`config.mk`:
```
export PLATFORM = sky130hd
export DESIGN_NAME = a23_cache_flush_seq_flat
export DESIGN_NICKNAME = d
export VERILOG_FILES = /design/src/rtl/a23_cache_pkg.sv /design/src/rtl/a23_cache_flush_seq_if.sv /design/src/rtl/a23_flush_walk_ctr.sv /design/src/rtl/a23_cache_flush_seq.sv /design/src/flat_wrapper.sv
export SDC_FILE = /design/constraint.sdc
export NUM_CORES = 1
export LEC_CHECK = 0
export BUFFER_PORTS_ARGS = -buffer_cell sky130_fd_sc_hd__buf_2
export CAP_MARGIN = 40
export CORE_ASPECT_RATIO = 0.6
export CORE_MARGIN = 1
export CORE_UTILIZATION = 34
export DETAILED_ROUTE_END_ITERATION = 8
export REMOVE_ABC_BUFFERS = 1
export SYNTH_ARGS = -nofsm -noshare
export SYNTH_HDL_FRONTEND = slang
export SYNTH_SLANG_ARGS = --single-unit
export TNS_END_PERCENT = 30
```
`constraint.sdc`:
```
create_clock -name i_clk -period 4 [get_ports i_clk]
set_input_delay 0.4 -clock i_clk [delete_from_list [all_inputs] [get_ports i_clk]]
set_output_delay 0.4 -clock i_clk [all_outputs]
set_load 0.03 [all_outputs]
```
`src/rtl/a23_cache_pkg.sv`:
```
// Shared types for the cache flush sequencer: FSM states, flush causes and
// the ranking used to pick a cause when several triggers coincide.
package a23_cache_pkg;

  localparam int WAYS_DEF  = 4;
  localparam int LINES_DEF = 256;

  typedef enum logic [1:0] {IDLE, WALK, DONE} state_t;

  typedef enum logic [1:0] {
    FLUSH_NONE    = 2'd0,
    FLUSH_CP15    = 2'd1,
    FLUSH_DISRUPT = 2'd2,
    FLUSH_SHRINK  = 2'd3
  } cause_t;

  // Higher rank wins: CP15 > area shrink > disruptive > none.
  function automatic logic [1:0] cause_rank(input cause_t c);
    case (c)
      FLUSH_CP15:    cause_rank = 2'd3;
      FLUSH_SHRINK:  cause_rank = 2'd2;
      FLUSH_DISRUPT: cause_rank = 2'd1;
      default:       cause_rank = 2'd0;
    endcase
  endfunction

endpackage

```
`src/rtl/a23_cache_flush_seq_if.sv`:
```
// Invalidate command channel from the flush sequencer to the cache.
interface a23_cache_flush_seq_if #(
  parameter int WAY_W   = 2,
  parameter int INDEX_W = 8
);
  logic               inv_valid;
  logic               inv_ready;
  logic [WAY_W-1:0]   inv_way;
  logic [INDEX_W-1:0] inv_index;

  modport master (output inv_valid, inv_way, inv_index, input inv_ready);
  modport slave  (input inv_valid, inv_way, inv_index, output inv_ready);
endinterface

```
`src/rtl/a23_flush_walk_ctr.sv`:
```
// (way, index) walk counter: way is the fast digit, index the slow one.
module a23_flush_walk_ctr #(
  parameter int WAY_W   = 2,
  parameter int INDEX_W = 8
) (
  input  logic               i_clk,
  input  logic               i_rst_n,
  input  logic               i_clr,
  input  logic               i_adv,
  output logic [WAY_W-1:0]   o_way,
  output logic [INDEX_W-1:0] o_index,
  output logic               o_last
);

  // Clear wins over advance; index steps when way wraps to zero.
  always_ff @(posedge i_clk or negedge i_rst_n) begin
    if (!i_rst_n) begin
      o_way   <= '0;
      o_index <= '0;
    end else if (i_clr) begin
      o_way   <= '0;
      o_index <= '0;
    end else if (i_adv) begin
      o_way <= o_way + WAY_W'(1);
      if (&o_way) o_index <= o_index + INDEX_W'(1);
    end
  end

  assign o_last = (&o_way) & (&o_index);

endmodule

```
`src/rtl/a23_cache_flush_seq.sv`:
```
// Cache flush sequencer: collects flush triggers from CP15 and the fetch
// path, walks every way/index issuing invalidates, and stalls the core.
module a23_cache_flush_seq
  import a23_cache_pkg::*;
#(
  parameter int WAYS    = WAYS_DEF,
  parameter int LINES   = LINES_DEF,
  parameter int WAY_W   = $clog2(WAYS),
  parameter int INDEX_W = $clog2(LINES)
) (
  input  logic                   i_clk,
  input  logic                   i_rst_n,
  input  logic                   i_fetch_stall,
  input  logic                   i_cache_flush,
  input  logic                   i_cache_enable,
  input  logic [31:0]            i_cacheable_area,
  input  logic                   i_disruptive_hit,
  a23_cache_flush_seq_if.master  inv,
  output logic                   o_flush_busy,
  output logic                   o_flush_done,
  output logic [1:0]             o_flush_cause
);

  state_t             state, state_nxt;
  logic [31:0]        prev_area;
  logic               pending;
  cause_t             pend_cause, cause_q;
  logic               trig_cp15, trig_shrink, trig_dis, any_trig;
  cause_t             trig_cause, merged_cause;
  logic               xfer, last, start_walk;
  logic [WAY_W-1:0]   ctr_way;
  logic [INDEX_W-1:0] ctr_index;

  // Cache enable does not gate flushing; kept on the port for visibility.
  logic unused_cache_enable;
  assign unused_cache_enable = i_cache_enable;

  // Trigger decode with cause priority, and merge against a pending cause.
  always_comb begin
    trig_cp15   = ~i_fetch_stall & i_cache_flush;
    trig_shrink = ~i_fetch_stall & (|(prev_area & ~i_cacheable_area));
    trig_dis    = ~i_fetch_stall & i_disruptive_hit;
    any_trig    = trig_cp15 | trig_shrink | trig_dis;
    if (trig_cp15)        trig_cause = FLUSH_CP15;
    else if (trig_shrink) trig_cause = FLUSH_SHRINK;
    else if (trig_dis)    trig_cause = FLUSH_DISRUPT;
    else                  trig_cause = FLUSH_NONE;
    merged_cause = (cause_rank(trig_cause) > cause_rank(pend_cause)) ? trig_cause : pend_cause;
  end

  assign xfer       = (state == WALK) & inv.inv_ready;
  assign start_walk = (state_nxt == WALK) & (state != WALK);

  a23_flush_walk_ctr #(.WAY_W(WAY_W), .INDEX_W(INDEX_W)) u_ctr (
    .i_clk   (i_clk),
    .i_rst_n (i_rst_n),
    .i_clr   (start_walk),
    .i_adv   (xfer),
    .o_way   (ctr_way),
    .o_index (ctr_index),
    .o_last  (last)
  );

  // State register.
  always_ff @(posedge i_clk or negedge i_rst_n) begin
    if (!i_rst_n) state <= IDLE;
    else          state <= state_nxt;
  end

  // Next-state: a trigger seen during DONE restarts the walk directly.
  always_comb begin
    state_nxt = state;
    case (state)
      IDLE:    if (any_trig) state_nxt = WALK;
      WALK:    if (xfer && last) state_nxt = DONE;
      DONE:    state_nxt = (pending || any_trig) ? WALK : IDLE;
      default: state_nxt = IDLE;
    endcase
  end

  // Cause latch, pending re-run latch and previous area mask.
  always_ff @(posedge i_clk or negedge i_rst_n) begin
    if (!i_rst_n) begin
      prev_area  <= '0;
      pending    <= 1'b0;
      pend_cause <= FLUSH_NONE;
      cause_q    <= FLUSH_NONE;
    end else begin
      if (!i_fetch_stall) prev_area <= i_cacheable_area;
      case (state)
        IDLE: if (any_trig) cause_q <= trig_cause;
        WALK: if (any_trig) begin
          pending    <= 1'b1;
          pend_cause <= merged_cause;
        end
        DONE: if (pending || any_trig) begin
          cause_q    <= merged_cause;
          pending    <= 1'b0;
          pend_cause <= FLUSH_NONE;
        end
        default: ;
      endcase
    end
  end

  // Outputs decoded from the state register.
  always_comb begin
    inv.inv_valid = 1'b0;
    o_flush_busy  = 1'b0;
    o_flush_done  = 1'b0;
    if (state == WALK) inv.inv_valid = 1'b1;
    if (state != IDLE) o_flush_busy  = 1'b1;
    if (state == DONE) o_flush_done  = 1'b1;
  end

  assign inv.inv_way    = ctr_way;
  assign inv.inv_index  = ctr_index;
  assign o_flush_cause  = cause_q;

endmodule

```
`src/flat_wrapper.sv`:
```
// flat-port wrapper written by rule: the top's interface ports become plain ports
module a23_cache_flush_seq_flat import a23_cache_pkg::*;
#(
  parameter int WAYS    = WAYS_DEF,
  parameter int LINES   = LINES_DEF,
  parameter int WAY_W   = $clog2(WAYS),
  parameter int INDEX_W = $clog2(LINES)
)
  (i_clk, i_rst_n, i_fetch_stall, i_cache_flush, i_cache_enable, i_cacheable_area, i_disruptive_hit, o_flush_busy, o_flush_done, o_flush_cause, inv_inv_valid, inv_inv_way, inv_inv_index, inv_inv_ready);
  a23_cache_flush_seq_if #(.WAY_W(WAY_W), .INDEX_W(INDEX_W)) inv_i ();
  input  logic i_clk;
  input  logic i_rst_n;
  input  logic i_fetch_stall;
  input  logic i_cache_flush;
  input  logic i_cache_enable;
  input  logic [31:0] i_cacheable_area;
  input  logic i_disruptive_hit;
  output logic o_flush_busy;
  output logic o_flush_done;
  output logic [1:0] o_flush_cause;
  output wire logic [$bits(inv_i.inv_valid)-1:0] inv_inv_valid;
  output wire logic [$bits(inv_i.inv_way)-1:0] inv_inv_way;
  output wire logic [$bits(inv_i.inv_index)-1:0] inv_inv_index;
  input wire logic [$bits(inv_i.inv_ready)-1:0] inv_inv_ready;
  assign inv_inv_valid = inv_i.inv_valid;
  assign inv_inv_way = inv_i.inv_way;
  assign inv_inv_index = inv_i.inv_index;
  assign inv_i.inv_ready = inv_inv_ready;
  a23_cache_flush_seq #(.WAYS(WAYS), .LINES(LINES), .WAY_W(WAY_W), .INDEX_W(INDEX_W)) u_core (.i_clk(i_clk), .i_rst_n(i_rst_n), .i_fetch_stall(i_fetch_stall), .i_cache_flush(i_cache_flush), .i_cache_enable(i_cache_enable), .i_cacheable_area(i_cacheable_area), .i_disruptive_hit(i_disruptive_hit), .inv(inv_i), .o_flush_busy(o_flush_busy), .o_flush_done(o_flush_done), .o_flush_cause(o_flush_cause));
endmodule
```
# After elaboration in Yosys (flattened, before gate mapping)
# Cells that the tools add are included.
totals:
  input_bits: 39
  ff_bits: 49
  word_cells: 75
op_classes:
  eq_ne: 13
  order_cmp: 1
  n_reduce_logical: 14
  n_mux: 27
  bitwise_logic: 11
  addsub: 2
op_table:
  columns: ["operator", "n"]
  rows:
  - ["$and A32 B32 Y32", 1]
  - ["$not A32 Y32", 1]
  - ["$reduce_or A32 Y1", 1]
  - ["$mux W2", 12]
  - ["$mux W8", 3]
  - ["$pmux W2 S3", 3]
  - ["$eq A2 B2 Y1 const B", 5]
  - ["$reduce_bool A2 Y1", 5]
  - ["$add A8 B1 Y8 const B", 1]
  - ["$eq A2 B1 Y1 const B", 4]
  - ["$ne A2 B1 Y1 const B", 4]
  - ["$pmux W2 S2", 2]
  - ["$reduce_and A8 Y1", 1]
  - ["$and A1 B1 Y1", 6]
  - ["$mux W1", 6]
  - ["$reduce_and A3 Y1", 2]
  - ["$reduce_and A2 Y1", 2]
  - ["$add A2 B1 Y2 const B", 1]
  - ["$gt A2 B2 Y1", 1]
  - ["$logic_not A2 Y1", 1]
  - ["$or A1 B1 Y1", 2]
  - ["$pmux W1 S2", 1]
  - ["$logic_and A1 B1 Y1", 1]
  - ["$logic_or A1 B1 Y1", 1]
  - ["$not A1 Y1", 1]

# Depth between registers and ports, before layout
logic_depth:
  depth_word: 13
  mapped_depth: 13

# Modules after synthesis
# From an unflattened synthesis, not the netlist that was laid out.
hier_totals:
  cells_unflattened: 231
  area_unflattened_um2: 2566.2
modules_own_cells:
  columns: ["mod", "instances", "area_each_um2", "seq_area_each_um2", "cells_each"]
  rows:
  - ["a23_cache_flush_seq", 1, 2059.5, 975.9, 180]
  - ["a23_flush_walk_ctr", 1, 506.7, 250.2, 51]

# Worst setup path before layout
# No wires, ideal clock.
synth_path:
  path_kind: "reg-to-reg"
  from: "register u_core.prev_area[7]"
  to: "register u_core.cause_q[1] (netlist: u_core.o_flush_cause[1])"
  arrival_time_ps: 2469
  path_stages_with_launch: 12
  path_slack_ps: 1406
  path_buffers: 0
  setup_time_ps: 125
  path_cell_list: "dfrtp_1 > nor2b_1 > a2111oi_2 > nand4_2 > nor2_1 > a21oi_1 > ha_1 > nor2b_1 > o21a_1 > nor2_1 > o41ai_1 > mux2_4"
synth_via:
  elab_chain_cells: 11
  word_cells_on_any_way: 20
  classes_between: "order compare: 1; eq/ne: 5; mux: 7; bitwise: 4; reduce/logical: 3"
synth_lines:
  columns: ["element", "line", "text"]
  rows:
  - ["start, declared", "a23_cache_flush_seq.sv:25", "logic [31:0] prev_area;"]
  - ["start signal, assigned", "a23_cache_flush_seq.sv:89", "if (!i_fetch_stall) prev_area <= i_cacheable_area;"]
  - ["$and A32 B32 Y32 *", "a23_cache_flush_seq.sv:41", "trig_shrink = ~i_fetch_stall & (|(prev_area & ~i_cacheable_area));"]
  - ["$reduce_or A32 Y1 *", "a23_cache_flush_seq.sv:41", null]
  - ["$and A1 B1 Y1 *", "a23_cache_flush_seq.sv:41", null]
  - ["$mux W2", "a23_cache_flush_seq.sv:45", "else if (trig_shrink) trig_cause = FLUSH_SHRINK;"]
  - ["$mux W2", "a23_cache_flush_seq.sv:44", "if (trig_cp15) trig_cause = FLUSH_CP15;"]
  - ["$eq A2 B2 Y1 or $eq A2 B1 Y1 (tied branches)", "a23_cache_pkg.sv:19", "case (c)"]
  - ["$pmux W2 S3", "a23_cache_pkg.sv:19", null]
  - ["$gt A2 B2 Y1", "a23_cache_flush_seq.sv:48", "merged_cause = (cause_rank(trig_cause) > cause_rank(pend_cause)) ? trig_cause : pend_cause;"]
  - ["$mux W2", "a23_cache_flush_seq.sv:48", null]
  - ["$mux W2", "a23_cache_flush_seq.sv:96", "DONE: if (pending || any_trig) begin"]
  - ["$pmux W2 S2", "a23_cache_flush_seq.sv:90", "case (state)"]
  - ["end signal, assigned", "a23_cache_flush_seq.sv:91", "IDLE: if (any_trig) cause_q <= trig_cause;"]
  - ["end signal, assigned", "a23_cache_flush_seq.sv:97", "cause_q <= merged_cause;"]
  - ["end, declared", "a23_cache_flush_seq.sv:27", "cause_t pend_cause, cause_q;"]
# Mark *: on every way between the ends. The rest lies on a longest branch, timed or not. The select of a mux whose other input is x is not followed.
# A chain may end at the register's enable or synchronous reset.

# Worst setup path after layout
layout_path:
  from: "register u_core.prev_area[4]"
  to: "register u_core.cause_q[1] (netlist: u_core.o_flush_cause[1])"
# Same word-level chain as after synthesis.

==> metrics.md <==
| Metric | Value |
|---|---|
| Setup TNS | 0 ns |
| Syn Std Cell Area | 2490 um2 |
| Rel. slew slack | 0.573 |
| Gates resized, CTS repair | 0 |
| Worst r2r dst | u_core.o_flush_cause[1]$_DFFE_PN0P_ |
| Post-DP Area | 2840 um2 |
| Number of synthesized flops with an enable pin | 0 |
| TritonCTS Sinks | 49 |
| Async S/R FF share, synth | 1.00 |
| Final Hold Viols | 0 |
| Tcrit/Tclk final | 0.741 |
| First-pass GRT wire length | 7.91 mm |
| Clock Pin Slew Worst Setup and Hold Paths | 0.06 ns |
| Slew @ Worst Pin | 0.640 ns |
| Highest clock rate | 0.337 GHz |
| Internal power | 984 uW |
| Syn avg cell area | 11.0 um2 |
| Seq cells post-synth | 49 |
| Max_cap viols | 0 |
| Sequential fraction of design power | 0.437 |
| Clk buf depth | 2 |
| Antenna viol nets, final | 0 |
| Area leader, netlist | dfrtp_1 |
| Top post-synthesis cells by count | dfrtp_1 (49), mux2_2 (24), nor2b_1 (24) |
| Peak supply drop | 0.215 mV |
| Root Driver | clkbuf_16 |
| Number of CTS-inserted buffers | 5 |
| PD cells | 486 nW/um2 |
| Cell area after layout | 3000 um2 |
| Drt pass-1 iters | 4 |
| Ranking of synthesized cells by area | dfrtp_1 (49%), mux2_2 (11%), nor2b_1 (6.0%) |
| Clk_skew | 0.00427 ns |
| Gr usage total | 0.135 |
| Initial detailed-routing violation count | 55 |
| Share of cells above drive strength 1 | 0.363 |
| Main synth FF type | dfrtp_1 |
| RSZ-0062 raised after global routing | no |
| DIE HEIGHT | 68.3 um |
| Die extent in x | 113 um |
| Total Wirelength | 4.87 mm |
| ANT cells | 0 |
| Ports | 54 |
| Site Rows | 23 |
| Synth warn | 0 |
| Die area | 7690 um2 |
| Min-delay worst type | in -> async |
| Post-layout minimum cycle time | 2.96 ns |
| CORE AREA | 6880 um2 |
| Sw Ratio | 0.324 |
| Largest net degree at the start of global routing | 50 |
| Initial antenna violation count | 0 |
| Synth top area share | 0.492 |
| Worst Path Required | 4.17 ns |
| HPWL after DPL | 3.63 mm |
| Clk network pwr share | 0.296 |
| Post-route core utilization | 0.436 |
| Crit Path Class | reg -> reg |
| Count leader, synth | dfrtp_1 |
| CTS tree | built |
| Comb pwr share | 0.267 |
| Worst-Skew Late Latency | 0.29 ns |
| Sequential element share of the synthesized area | 0.492 |
| Crit path capture type | flip-flop |
| # nets final | 325 |
| Final setup fails | 0 |
| Netlist cell types | 39 |
| GP Congestion | 0.854 |
| Max-slew violations | 0 |
| IO buf count | 52 |
| Post-Syn Instances | 226 |
| Via density per instance | 4.78 |
| Reg-to-Reg Start | u_core.prev_area[4]$_DFFE_PN0N_ |
| Hold-fix buffers, CTS | 0 |
| Post-CTS Setup Bufs | 0 |
| Outcome | finished, final reports clean |
| Leakage | 1.40 nW |
| Worst r2r path cells | 11 |
| Startpoint types | flip-flop |
| Via Count | 1760 |
| H-tree levels | 2 |
| Area grow syn2layout | 20.2% |
| Crit-path max FO | 4 |
| Routed len/inst | 13.2 um |
| DR DRC count | 0 |
| Initial Util | 0.362 |
| FF-to-FF setup slack | 1.04 ns |
| Number of global-route vias before repair | 1658 |
| Psw | 472 uW |
| Crit path arrival time | 3.13 ns |
| Grt total ovfl | 0 |
[worst max-delay path, stage by stage, from the launching register on]
cell and delay, ns:
dfrtp_1 0.37, nor2b_1 0.13, a2111oi_2 0.43, nand4_2 0.24
nor2_1 0.32, a21oi_1 0.13, ha_1 0.31, nor2b_1 0.14
o21a_1 0.18, nor2_1 0.21, o41ai_1 0.12, mux2_4 0.26
[power groups by stage]
stage               logic [mW]  registers (mW)  clock network, mW
finish                   0.390           0.636              0.430
global route             0.439           0.647              0.461
CTS                      0.395           0.636              0.443
global placement         0.382           0.642                  0
floorplan                0.218           0.690                  0
detailed placement       0.393           0.646                  0
[cell usage in the layout (no fill, tap or decap), types with 2 or more instances in the layout]
cell type	Yosys	final
nor2_1	18	18
buf_4	0	2
nor3_1	2	2
xor2_1	6	6
inv_1	14	14
ha_1	6	6
nor2b_1	24	24
nand4_1	4	4
nand4_2	2	2
nand2_1	23	23
a2111oi_2	8	8
nand3_1	3	3
nand2b_1	2	2
o21ai_0	10	10
clkbuf_16	0	5
a21oi_1	2	2
mux2_2	24	24
dfrtp_1	49	49
xnor2_1	2	2
buf_2	0	52
a22o_1	2	2
[worst max path at each step]
stage / start / to / slack (ns) / depth (start not counted)
6_report: u_core.prev_area[4]$_DFFE_PN0N_ / u_core.o_flush_cause[1]$_DFFE_PN0P_ / 1.04 / 11
5_1_grt: u_core.prev_area[4]$_DFFE_PN0N_ / u_core.o_flush_cause[1]$_DFFE_PN0P_ / 0.78 / 12
4_1_cts: u_core.prev_area[4]$_DFFE_PN0N_ / u_core.o_flush_cause[1]$_DFFE_PN0P_ / 1.04 / 11
3_5_place_dp: i_cacheable_area[30] / u_core.o_flush_cause[1]$_DFFE_PN0P_ / 1.0 / 12
3_3_place_gp: i_cacheable_area[30] / u_core.o_flush_cause[1]$_DFFE_PN0P_ / 1.06 / 12
2_1_floorplan: u_core.prev_area[7]$_DFFE_PN0N_ / u_core.o_flush_cause[1]$_DFFE_PN0P_ / 1.42 / 11
[metal layers]
| metal | global-route usage | vias to the layer above | wire, um | part of all wire |
|---|---|---|---|---|
| li1 | - | 890 | - | - |
| met1 | 0.193 | 820 | 2570 | 0.53 |
| met2 | 0.197 | 45 | 1980 | 0.41 |
| met3 | 0.0434 | 5 | 283 | 0.058 |
| met4 | 0.0350 | 0 | 31 | 0.0064 |
| met5 | 0 | - | 0 | 0 |
[cell type report]
class | instances | area [um2]
clock inverter | 2 | 13.8
multi-input combinational | 155 | 1180
clock buffer | 6 | 139
fill | 662 | 3880
timing repair buffer | 54 | 275
tap | 87 | 109
sequential | 49 | 1230
inverter | 15 | 56.3
[stage by stage]
stage / setup WS [ns] / power [mW] / cells / hold WS [ns]
after CTS: 1.04 / 1.47 / 368 / 0.250
after detailed placement: 0.997 / 1.04 / 360 / 0.484
after global routing: 0.785 / 1.55 / 368 / 0.289
after global placement: 1.06 / 1.02 / 360 / 0.479
after floorplan: 1.42 / 0.908 / 219 / 0.104
final: 1.04 / 1.46 / 368 / 0.221
[state kept, by name (all words and copies together) (netlist names)]
| signal | flops |
|---|---|
| u_core.prev_area | 32 |
| u_core.u_ctr.o_index | 8 |
| u_core.o_flush_cause | 2 |
| u_core.pend_cause | 2 |
| u_core.state | 2 |
| u_core.u_ctr.o_way | 2 |
| u_core.pending | 1 |
[logic make-up after synthesis]
group / share of synthesized area
and+or+nand+nor: 0.176
AOI/OAI and AO/OA: 0.119
buffers and inverters: 0.0361
DFF: 0.492
muxes: 0.118
xor gates and xnor gates: 0.0281
adders and majority gates: 0.0301
Power figures use the tool's default switching activity.
